<file path="src/rtl/reg_bank_if.sv">
// rtl/reg_bank_if.sv - write-back, decode read-port and scoreboard signals of the register bank
interface reg_bank_if #(
  parameter int DATA_W = 8,
  parameter int ADDR_W = 2
);
  logic                     WR;
  logic [ADDR_W-1:0]        rd;
  logic [DATA_W-1:0]        data;
  logic [ADDR_W-1:0]        rs1;
  logic [ADDR_W-1:0]        rs2;
  logic                     use1;
  logic                     use2;
  logic                     issue;
  logic [ADDR_W-1:0]        issueRd;
  logic [DATA_W-1:0]        rdata1;
  logic [DATA_W-1:0]        rdata2;
  logic                     stall;
  logic [(1<<ADDR_W)-1:0]   busy;
  logic                     err;

  modport master (
    output WR, rd, data, rs1, rs2, use1, use2, issue, issueRd,
    input  rdata1, rdata2, stall, busy, err
  );

  modport slave (
    input  WR, rd, data, rs1, rs2, use1, use2, issue, issueRd,
    output rdata1, rdata2, stall, busy, err
  );
endinterface

</file>
<file path="src/rtl/reg_bank.sv">
// rtl/reg_bank.sv - register bank with per-register pending-write scoreboard
// Optional write-through forwarding and same-cycle hazard release under RB_BYPASS_EN.
module reg_bank #(
  parameter int DATA_W = 8,
  parameter int ADDR_W = 2,
  parameter int CNT_W  = 2
) (
  input  logic      clk,
  input  logic      rst,
  reg_bank_if.slave bus
);
  localparam int NREGS = 1 << ADDR_W;
  localparam logic [CNT_W-1:0] CNT_MAX = '1;
  localparam logic [CNT_W-1:0] CNT_ONE = CNT_W'(1);

  logic [DATA_W-1:0] regs_q [NREGS];
  logic [DATA_W-1:0] regs_d [NREGS];
  logic [CNT_W-1:0]  cnt_q  [NREGS];
  logic [CNT_W-1:0]  cnt_d  [NREGS];
  logic              err_q;
  logic              err_d;

  logic              haz1;
  logic              haz2;
  logic              sat;
  logic              stall;
  logic              issue_acc;
  logic [NREGS-1:0]  inc_v;
  logic [NREGS-1:0]  dec_v;

  always_comb begin
    bus.rdata1 = regs_q[bus.rs1];
    bus.rdata2 = regs_q[bus.rs2];
`ifdef RB_BYPASS_EN
    if (bus.WR && (bus.rd == bus.rs1)) bus.rdata1 = bus.data;
    if (bus.WR && (bus.rd == bus.rs2)) bus.rdata2 = bus.data;
`endif
  end

  always_comb begin
    haz1 = bus.use1 && (cnt_q[bus.rs1] != '0);
    haz2 = bus.use2 && (cnt_q[bus.rs2] != '0);
`ifdef RB_BYPASS_EN
    // The last outstanding write lands this cycle, so the forwarded value is already correct.
    if (bus.WR && (bus.rd == bus.rs1) && (cnt_q[bus.rs1] == CNT_ONE)) haz1 = 1'b0;
    if (bus.WR && (bus.rd == bus.rs2) && (cnt_q[bus.rs2] == CNT_ONE)) haz2 = 1'b0;
`endif
    sat       = bus.issue && (cnt_q[bus.issueRd] == CNT_MAX);
    stall     = haz1 || haz2 || sat;
    issue_acc = bus.issue && !stall;
  end

  assign bus.stall = stall;
  assign bus.err   = err_q;

  always_comb begin
    inc_v    = '0;
    dec_v    = '0;
    bus.busy = '0;
    for (int i = 0; i < NREGS; i++) begin
      inc_v[i]    = issue_acc && (bus.issueRd == ADDR_W'(i));
      dec_v[i]    = bus.WR && (bus.rd == ADDR_W'(i)) && (cnt_q[i] != '0);
      bus.busy[i] = |cnt_q[i];
    end
  end

  always_comb begin
    regs_d = regs_q;
    cnt_d  = cnt_q;
    err_d  = err_q;
    if (bus.WR) begin
      regs_d[bus.rd] = bus.data;
      if (cnt_q[bus.rd] == '0) err_d = 1'b1;
    end
    // An issue and a retire on the same register cancel out.
    for (int i = 0; i < NREGS; i++) begin
      if (inc_v[i] && !dec_v[i]) begin
        cnt_d[i] = cnt_q[i] + CNT_ONE;
      end else if (dec_v[i] && !inc_v[i]) begin
        cnt_d[i] = cnt_q[i] - CNT_ONE;
      end
    end
  end

  always_ff @(posedge clk) begin
    if (rst) begin
      for (int i = 0; i < NREGS; i++) begin
        regs_q[i] <= '0;
        cnt_q[i]  <= '0;
      end
      err_q <= 1'b0;
    end else begin
      regs_q <= regs_d;
      cnt_q  <= cnt_d;
      err_q  <= err_d;
    end
  end
endmodule

</file>
<file path="src/flat_wrapper.sv">
// flat-port wrapper written by rule: the top's interface ports become plain ports
module reg_bank_flat 
#(
  parameter int DATA_W = 8,
  parameter int ADDR_W = 2,
  parameter int CNT_W  = 2
)
  (clk, rst, bus_WR, bus_rd, bus_data, bus_rs1, bus_rs2, bus_use1, bus_use2, bus_issue, bus_issueRd, bus_rdata1, bus_rdata2, bus_stall, bus_busy, bus_err);
  reg_bank_if #(.DATA_W(DATA_W), .ADDR_W(ADDR_W)) bus_i ();
  input  logic clk;
  input  logic rst;
  input wire logic [$bits(bus_i.WR)-1:0] bus_WR;
  input wire logic [$bits(bus_i.rd)-1:0] bus_rd;
  input wire logic [$bits(bus_i.data)-1:0] bus_data;
  input wire logic [$bits(bus_i.rs1)-1:0] bus_rs1;
  input wire logic [$bits(bus_i.rs2)-1:0] bus_rs2;
  input wire logic [$bits(bus_i.use1)-1:0] bus_use1;
  input wire logic [$bits(bus_i.use2)-1:0] bus_use2;
  input wire logic [$bits(bus_i.issue)-1:0] bus_issue;
  input wire logic [$bits(bus_i.issueRd)-1:0] bus_issueRd;
  output wire logic [$bits(bus_i.rdata1)-1:0] bus_rdata1;
  output wire logic [$bits(bus_i.rdata2)-1:0] bus_rdata2;
  output wire logic [$bits(bus_i.stall)-1:0] bus_stall;
  output wire logic [$bits(bus_i.busy)-1:0] bus_busy;
  output wire logic [$bits(bus_i.err)-1:0] bus_err;
  assign bus_i.WR = bus_WR;
  assign bus_i.rd = bus_rd;
  assign bus_i.data = bus_data;
  assign bus_i.rs1 = bus_rs1;
  assign bus_i.rs2 = bus_rs2;
  assign bus_i.use1 = bus_use1;
  assign bus_i.use2 = bus_use2;
  assign bus_i.issue = bus_issue;
  assign bus_i.issueRd = bus_issueRd;
  assign bus_rdata1 = bus_i.rdata1;
  assign bus_rdata2 = bus_i.rdata2;
  assign bus_stall = bus_i.stall;
  assign bus_busy = bus_i.busy;
  assign bus_err = bus_i.err;
  reg_bank #(.DATA_W(DATA_W), .ADDR_W(ADDR_W), .CNT_W(CNT_W)) u_core (.clk(clk), .rst(rst), .bus(bus_i));
endmodule
</file>
<file path="config.mk">
export PLATFORM = sky130hd
export DESIGN_NAME = reg_bank_flat
export DESIGN_NICKNAME = d
export VERILOG_FILES = /design/src/rtl/reg_bank_if.sv /design/src/rtl/reg_bank.sv /design/src/flat_wrapper.sv
export SDC_FILE = /design/constraint.sdc
export NUM_CORES = 1
export LEC_CHECK = 0
export CAP_MARGIN = 20
export CORE_MARGIN = 5
export CORE_UTILIZATION = 35
export DETAILED_ROUTE_END_ITERATION = 6
export PLACE_DENSITY_LB_ADDON = 0.05
export SLEW_MARGIN = 20
export SYNTH_ARGS = -nofsm -noshare
export SYNTH_HDL_FRONTEND = slang
export SYNTH_SLANG_ARGS = --single-unit
</file>
<file path="constraint.sdc">
create_clock -name clk -period 3.08 [get_ports clk]
set_input_delay 0.616 -clock clk [delete_from_list [all_inputs] [get_ports clk]]
set_output_delay 0.616 -clock clk [all_outputs]
set_load 0.01 [all_outputs]
</file>
## Yosys cells after proc, flatten, opt, wreduce, memory -nomap -nowiden

Index checks and enable logic that the tools add are counted.

| storage, ports and cells | value |
|---|---|
| bits in registers | 41 |
| bits in latches | 0 |
| bits in writable memories | 0 |
| ROM bits | 0 |
| input bits | 22 |
| output and inout port bits | 22 |
| word-level logic and storage cells | 116 |
| memories kept | 0 |

| operators by class | value |
|---|---|
| add/subtract/negate cells | 8 |
| multiply operators | 0 |
| div/mod/pow operators | 0 |
| magnitude comparators | 5 |
| equality and inequality tests | 7 |
| shifts and indexed selects | 0 |
| multiplexer cells | 29 |
| bitwise operators | 4 |
| reductions and logical operators | 54 |

Operators by type and width:

| kind | number |
|---|---|
| two-way mux 8 bit | 5 |
| binary-select mux 8 bit (select 2 bit) | 2 |
| bitwise mux 32 bit | 1 |
| two-way mux 2 bit | 16 |
| logical AND 1 bit | 25 |
| nonzero test 2 bit | 10 |
| binary-select mux 2 bit (select 2 bit) | 4 |
| demux 8 bit (select 2 bit) | 1 |
| greater-or-equal comparator 3 bit (second input constant) | 4 |
| NOT 2 -> 3 bit | 4 |
| == test 2 bit (second input constant) | 5 |
| logical NOT 1 bit | 9 |
| adder 2 x 1 -> 2 bit (second input constant) | 4 |
| OR reduction 2 bit | 4 |
| subtractor 2 x 1 -> 2 bit (second input constant) | 4 |
| logical NOT 2 bit | 3 |
| == test 2 x 1 -> 1 bit (second input constant) | 2 |
| < comparator 3 x 1 -> 1 bit (second input constant) | 1 |
| logical OR 1 bit | 2 |
| AND reduction 2 bit | 1 |

## Longest topological paths before layout

| depth | value |
|---|---|
| word-level depth | 15 |
| mapped depth | 9 |
| depth with buffers taken out | 8 |

## Least setup slack after synthesis

Ideal clock, no wire load.

| timing | value |
|---|---|
| path type | input to register |
| from | input bus_rs1[0] |
| to | register u_core.cnt_q[7] in the netlist's numbering |
| library setup time | 0.070 ns |
| data arrival time | 2.450 ns |
| setup slack | 0.560 ns |
| stages | 7 |
| path buffers | 0 |
| cell sequence | or4b_1 o311a_1 a32o_2 nor4_1 ha_1 or3_1 a21oi_1 |

| on the way | value |
|---|---|
| word-level cells in the longest chain between the ends | 14 |

RTL lines:

| item | RTL line | source |
|---|---|---|
| from (decl) | flat_wrapper.sv:15 | `input wire logic [$bits(bus_i.rs1)-1:0] bus_rs1;` |
| NOT 2 -> 3 bit (not written as such) * | reg_bank.sv:41 | `haz1 = bus.use1 && (cnt_q[bus.rs1] != '0);` |
| binary-select mux 2 bit (select 2 bit) * | reg_bank.sv:41 |  |
| two-way mux 2 bit (not written as such) * (2 in a row) | reg_bank.sv:41 |  |
| nonzero test 2 bit * | reg_bank.sv:41 |  |
| logical AND 1 bit * | reg_bank.sv:41 |  |
| logical OR 1 bit * (2 in a row) | reg_bank.sv:49 | `stall = haz1 \|\| haz2 \|\| sat;` |
| logical NOT 1 bit * | reg_bank.sv:50 | `issue_acc = bus.issue && !stall;` |
| logical AND 1 bit * | reg_bank.sv:50 |  |
| logical AND 1 bit * | reg_bank.sv:61 | `inc_v[i] = issue_acc && (bus.issueRd == ADDR_W'(i));` |
| logical NOT 1 bit | reg_bank.sv:79 | `end else if (dec_v[i] && !inc_v[i]) begin` |
| logical AND 1 bit | reg_bank.sv:79 |  |
| nonzero test 2 bit (no source line) | -- |  |
| to (signal assigned) | reg_bank.sv:94 | `cnt_q <= cnt_d;` |
| to (decl) | reg_bank.sv:18 | `logic [CNT_W-1:0] cnt_q [NREGS];` |

Every way passes the cells marked *; elsewhere a longest branch is shown, timed or not. The select of a mux whose other input is x is not followed.
A chain may end at the register's enable or synchronous reset.

## Worst setup path after layout

| timing | value |
|---|---|
| from | input bus_rs2[0] |
| to | output bus_rdata2[1] |

| on the way | value |
|---|---|
| word-level cells in the longest chain between the ends | 4 |

RTL lines:

| item | RTL line | source |
|---|---|---|
| from (decl) | flat_wrapper.sv:16 | `input wire logic [$bits(bus_i.rs2)-1:0] bus_rs2;` |
| NOT 2 -> 3 bit (not written as such) | reg_bank.sv:33 | `bus.rdata2 = regs_q[bus.rs2];` |
| binary-select mux 8 bit (select 2 bit) | reg_bank.sv:33 |  |
| two-way mux 8 bit (not written as such) (2 in a row) | reg_bank.sv:33 |  |
| to (decl) | flat_wrapper.sv:22 | `output wire logic [$bits(bus_i.rdata2)-1:0] bus_rdata2;` |

No other way between the ends. The select of a mux whose other input is x is not followed.

==> impl_results.html <==
<table>
<tr><th>Metric</th><th>Value</th></tr>
<tr><th colspan="2">Clocking</th></tr>
<tr><td>Worst-skew pair later-pin latency</td><td>0.30 ns</td></tr>
<tr><td>Bufs on Longest Clock Path</td><td>2</td></tr>
<tr><td>CTS Buf Count</td><td>5</td></tr>
<tr><td>Post-CTS Repair Setup Buffers</td><td>0</td></tr>
<tr><td>CTS sink cnt</td><td>slightly above 40</td></tr>
<tr><td>Number of buffers inserted by hold repair at cts</td><td>0</td></tr>
<tr><td>Clock-pin slew reported for the worst setup and hold paths after clock tree synthesis</td><td>~0.080 ns</td></tr>
<tr><td># H-tree levels</td><td>2</td></tr>
<tr><td>Root cell of the clock tree</td><td>sky130_fd_sc_hd__clkbuf_8</td></tr>
<tr><td>CTS tree</td><td>built</td></tr>
<tr><th colspan="2">Synthesis</th></tr>
<tr><td>Synthesized flop and latch total</td><td>41</td></tr>
<tr><td>Combined area of all synthesized cells</td><td>~2200 um2</td></tr>
<tr><td>Average size of a mapped cell</td><td>about 9.7 um2</td></tr>
<tr><td>Distinct cells, synth</td><td>32</td></tr>
<tr><td>Gate Count Post-Synth</td><td>between 200 and 250</td></tr>
<tr><td>Warnings, synthesis</td><td>0</td></tr>
<tr><td>Seq/Total Area, Yosys</td><td>between 30 and 40%</td></tr>
<tr><td>Net count after synthesis</td><td>around 250</td></tr>
<tr><th colspan="2">Worst setup path</th></tr>
<tr><td>Nature of the critical path endpoint</td><td>output pin</td></tr>
<tr><td>Worst Setup Start Kind</td><td>input pin</td></tr>
<tr><td>Crit-path max FO</td><td>8</td></tr>
<tr><td>Category of the critical setup timing path</td><td>in -&gt; out</td></tr>
<tr><td>CP required</td><td>between 2 and 2.5 ns</td></tr>
<tr><td>Critical Path AT</td><td>about 2.4 ns</td></tr>
<tr><th colspan="2">STA</th></tr>
<tr><td>Total negative slack</td><td>0 ns</td></tr>
<tr><td>Number of max-slew violations in the final report</td><td>0</td></tr>
<tr><td>Max Clock Skew</td><td>roughly 0.0076 ns</td></tr>
<tr><td>Highest clock frequency the design can meet</td><td>330.6 MHz</td></tr>
<tr><td>Tightest Pin Transition</td><td>a little under 0.5 ns</td></tr>
<tr><td>Slack of the critical path</td><td>roughly 0.055 ns</td></tr>
<tr><td>Final worst path period share</td><td>between 90% and 100%</td></tr>
<tr><td>Final period demand of the worst path</td><td>3.025 ns</td></tr>
<tr><td>Final count of negative-setup-slack endpoints</td><td>0</td></tr>
<tr><td>Unrepaired setup endpoints after global routing</td><td>no</td></tr>
<tr><td>Fin. Hold Viols</td><td>0</td></tr>
<tr><td>Slew Limit Headroom</td><td>67.53%</td></tr>
<tr><th colspan="2">Floorplanning</th></tr>
<tr><td>Initial Util</td><td>a little over a third</td></tr>
<tr><td>Die footprint</td><td>approximately 8000 um2</td></tr>
<tr><td>Die Height</td><td>88.62 um</td></tr>
<tr><td>Floorplan core area</td><td>a little under 6000 um2</td></tr>
<tr><td>Width of the die</td><td>88.62 um</td></tr>
<tr><td>Number of primary I/O pins</td><td>44</td></tr>
<tr><td>Standard-cell rows</td><td>28</td></tr>
<tr><th colspan="2">Place</th></tr>
<tr><td>Cells after DPL</td><td>roughly 340</td></tr>
<tr><td>DP HPWL</td><td>around 4000 um</td></tr>
<tr><td>Port Buffer Count</td><td>43</td></tr>
<tr><td>Pre-CTS WS</td><td>-0.1318 ns</td></tr>
<tr><td>Final weighted congestion of routability-driven global placement</td><td>between 0.8 and 0.9</td></tr>
<tr><th colspan="2">Power</th></tr>
<tr><td>Internal power component</td><td>0.8687 mW</td></tr>
<tr><td>Sw Ratio</td><td>around 27%</td></tr>
<tr><td>Clock share of power</td><td>31.0%</td></tr>
<tr><td>Net switching power of the design</td><td>0.3265 mW</td></tr>
<tr><td>Power share of the sequential group</td><td>slightly below 50%</td></tr>
<tr><td>Pwr dens</td><td>approximately 420 nW/um2</td></tr>
<tr><td>Max rail drop VDD</td><td>between 0.15 and 0.2 mV</td></tr>
<tr><td>Leakage power summed over all cells</td><td>around 1.1 nW</td></tr>
<tr><td>Comb pwr share</td><td>20.8%</td></tr>
<tr><th colspan="2">Global routing</th></tr>
<tr><td>Gr usage total</td><td>approximately 15%</td></tr>
<tr><td>Total overflow reported by the global router</td><td>0</td></tr>
<tr><td>Via count of the first global-routing pass</td><td>1811</td></tr>
<tr><td>First-pass GRT wire length</td><td>slightly below 9000 um</td></tr>
<tr><td>Pin count of the biggest net entering global routing</td><td>between 40 and 50</td></tr>
<tr><td>Initial antenna violation count</td><td>0</td></tr>
<tr><th colspan="2">Cells and area</th></tr>
<tr><td>Post-synthesis to final-layout area growth</td><td>31.17%</td></tr>
<tr><td>Final design utilization</td><td>a little under half</td></tr>
<tr><td>Layout cells sized above 1</td><td>17.75%</td></tr>
<tr><td>Post-route non-filler standard cell count</td><td>351</td></tr>
<tr><td>Final layout net count</td><td>just over 300</td></tr>
<tr><td>Fill cell instance count of the final layout</td><td>just under 600</td></tr>
<tr><td>Antenna diode count</td><td>0</td></tr>
<tr><th colspan="2">Detailed routing</th></tr>
<tr><td>Drt via density</td><td>approximately 5.1</td></tr>
<tr><td>Via count</td><td>around 1.8k</td></tr>
<tr><td>DR pass1 iterations</td><td>4</td></tr>
<tr><td>Post-detailed-route count of antenna-violating nets</td><td>0</td></tr>
<tr><td>Number of design rule violations left after detail routing</td><td>0</td></tr>
<tr><td>Routed wire per std cell</td><td>between 15 and 20 um</td></tr>
<tr><td>DR iter-0 viols</td><td>55</td></tr>
<tr><td>Total wire length after detailed routing</td><td>between 5000 and 6000 um</td></tr>
<tr><th colspan="2">Min path</th></tr>
<tr><td>Min-Delay Path Class</td><td>reg -&gt; reg</td></tr>
<tr><th colspan="2">Run status</th></tr>
<tr><td>Outcome</td><td>completed</td></tr>
<tr><th colspan="2">Run</th></tr>
<tr><td>Max_cap viols</td><td>0</td></tr>
</table>
## critical path, stage by stage
cell	delay [ns]
sky130_fd_sc_hd__clkdlybuf4s50_1	0.55
sky130_fd_sc_hd__buf_6	0.20
sky130_fd_sc_hd__mux4_2	0.53
sky130_fd_sc_hd__clkdlybuf4s50_1	0.51
## layer usage
layer | GRT usage (%) | up-vias | routed length, um | share of wire [%]
met5 | 0 | - | 0 | 0
met4 | 4.533 | 0 | 55 | 0.99
met3 | 3.166 | 5 | 243 | 4.4
met2 | 24.29 | 35 | 2587 | 46
met1 | 20.53 | 853 | 2684 | 48
li1 | - | 901 | - | -
## power groups by stage
| stage | Sequential [mW] | Clock (mW) | Combinational, mW |
|---|---|---|---|
| 6_report | 0.576 | 0.371 | 0.248 |
| 5_1_grt | 0.581 | 0.407 | 0.271 |
| 4_1_cts | 0.576 | 0.385 | 0.250 |
| 3_5_place_dp | 0.589 | 0 | 0.250 |
| 3_3_place_gp | 0.589 | 0 | 0.251 |
| 2_1_floorplan | 0.583 | 0 | 0.136 |
## Yosys cell counts
library cell	instances	area share, %
sky130_fd_sc_hd__or3_1	4	1.2
sky130_fd_sc_hd__o21ai_0	6	1.4
sky130_fd_sc_hd__or4b_1	1	0.46
sky130_fd_sc_hd__o22ai_1	1	0.29
sky130_fd_sc_hd__nand2b_1	2	0.58
sky130_fd_sc_hd__nor3_1	4	0.93
sky130_fd_sc_hd__a31o_2	1	0.40
sky130_fd_sc_hd__ha_1	4	2.3
sky130_fd_sc_hd__mux2i_1	16	7.4
sky130_fd_sc_hd__nor4_1	3	0.87
sky130_fd_sc_hd__nand3_1	2	0.46
sky130_fd_sc_hd__mux4_2	17	18
sky130_fd_sc_hd__clkbuf_8	1	0.64
sky130_fd_sc_hd__a21oi_1	20	4.6
sky130_fd_sc_hd__nand2_1	38	6.6
sky130_fd_sc_hd__and3b_1	1	0.40
sky130_fd_sc_hd__xor2_1	8	3.2
sky130_fd_sc_hd__a311oi_1	1	0.40
sky130_fd_sc_hd__dfxtp_1	41	38
sky130_fd_sc_hd__buf_2	1	0.23
sky130_fd_sc_hd__and3_1	1	0.29
sky130_fd_sc_hd__o311a_1	1	0.46
sky130_fd_sc_hd__inv_1	3	0.52
sky130_fd_sc_hd__nor3b_1	3	1.0
sky130_fd_sc_hd__clkbuf_1	10	1.7
sky130_fd_sc_hd__a32o_2	1	0.52
sky130_fd_sc_hd__or2_2	5	1.4
sky130_fd_sc_hd__nor4b_1	1	0.40
sky130_fd_sc_hd__buf_6	2	1.0
sky130_fd_sc_hd__nand3b_1	1	0.35
sky130_fd_sc_hd__nor2_1	22	3.8
sky130_fd_sc_hd__o211ai_1	1	0.35
## stage by stage
stage | cell area [um2] | power, mW | hold WS [ns]
after detailed placement | 2741 | 0.8388 | 0.4604
after global routing | 2838 | 1.259 | 0.4882
after floorplan | 2163 | 0.7194 | 0.4429
after CTS | 2830 | 1.212 | 0.4714
after global placement | 2741 | 0.8397 | 0.4502
final | 2838 | 1.195 | 0.4722
## registers in the layout, indices dropped and copies added (netlist names)
name / flops
u_core.regs_q: 32
u_core.cnt_q: 8
u_core.bus.err: 1
## logic make-up after synthesis
logic type,Yosys count,synth area share (%)
AOI/OAI and AO/OA,32,8.445
xor gates and xnor gates,8,3.239
adders and majority gates,4,2.314
buffers and inverters,17,4.164
DFF,41,37.94
muxes,33,25.10
and+or+nand+nor,88,18.80
## what timing repair did
action / 4_1_cts / 5_1_grt
setup endpoints to repair: 1 / 15
endpoints found under the hold margin: 0 / 0
cloned: 0 / 0
resized for setup: 1 / 2
## cells in the final DEF, fill, tap and decap left out, drive strengths merged, types with 2 or more instances in the layout
cell | Yosys | routed
a21oi | 20 | 20
dfxtp | 41 | 41
nor4 | 3 | 3
or2 | 5 | 5
nor2 | 22 | 22
ha | 4 | 4
nor3 | 4 | 4
nand2 | 38 | 38
or3 | 4 | 4
clkbuf | 11 | 6
xor2 | 8 | 8
nor3b | 3 | 3
nand2b | 2 | 2
mux4 | 17 | 17
nand3 | 2 | 2
clkdlybuf4s50 | 0 | 42
inv | 3 | 3
buf | 3 | 17
o21ai | 6 | 6
mux2i | 16 | 16
## final timing paths
path,startpoint,end,slack [ns],depth (start not counted)
worst max-delay path,bus_rs2[0],bus_rdata2[1],0.05,4
worst min register to register,u_core.regs_q[3],u_core.regs_q[3],0.47,2
worst min-delay path,u_core.regs_q[3],u_core.regs_q[3],0.47,2
worst max register to register,u_core.cnt_q[2],u_core.cnt_q[5],0.53,8
## area by class of cell
class	count	area (um2)	area share, %
inverter	3	11.26	0.3968
multi-input combinational	165	1257	44.31
clock inverter	1	7.507	0.2646
clock buffer	6	82.58	2.910
tap	75	93.84	3.307
timing repair buffer	60	564.3	19.89
sequential	41	820.8	28.92
(Power assumes the default switching activity.)
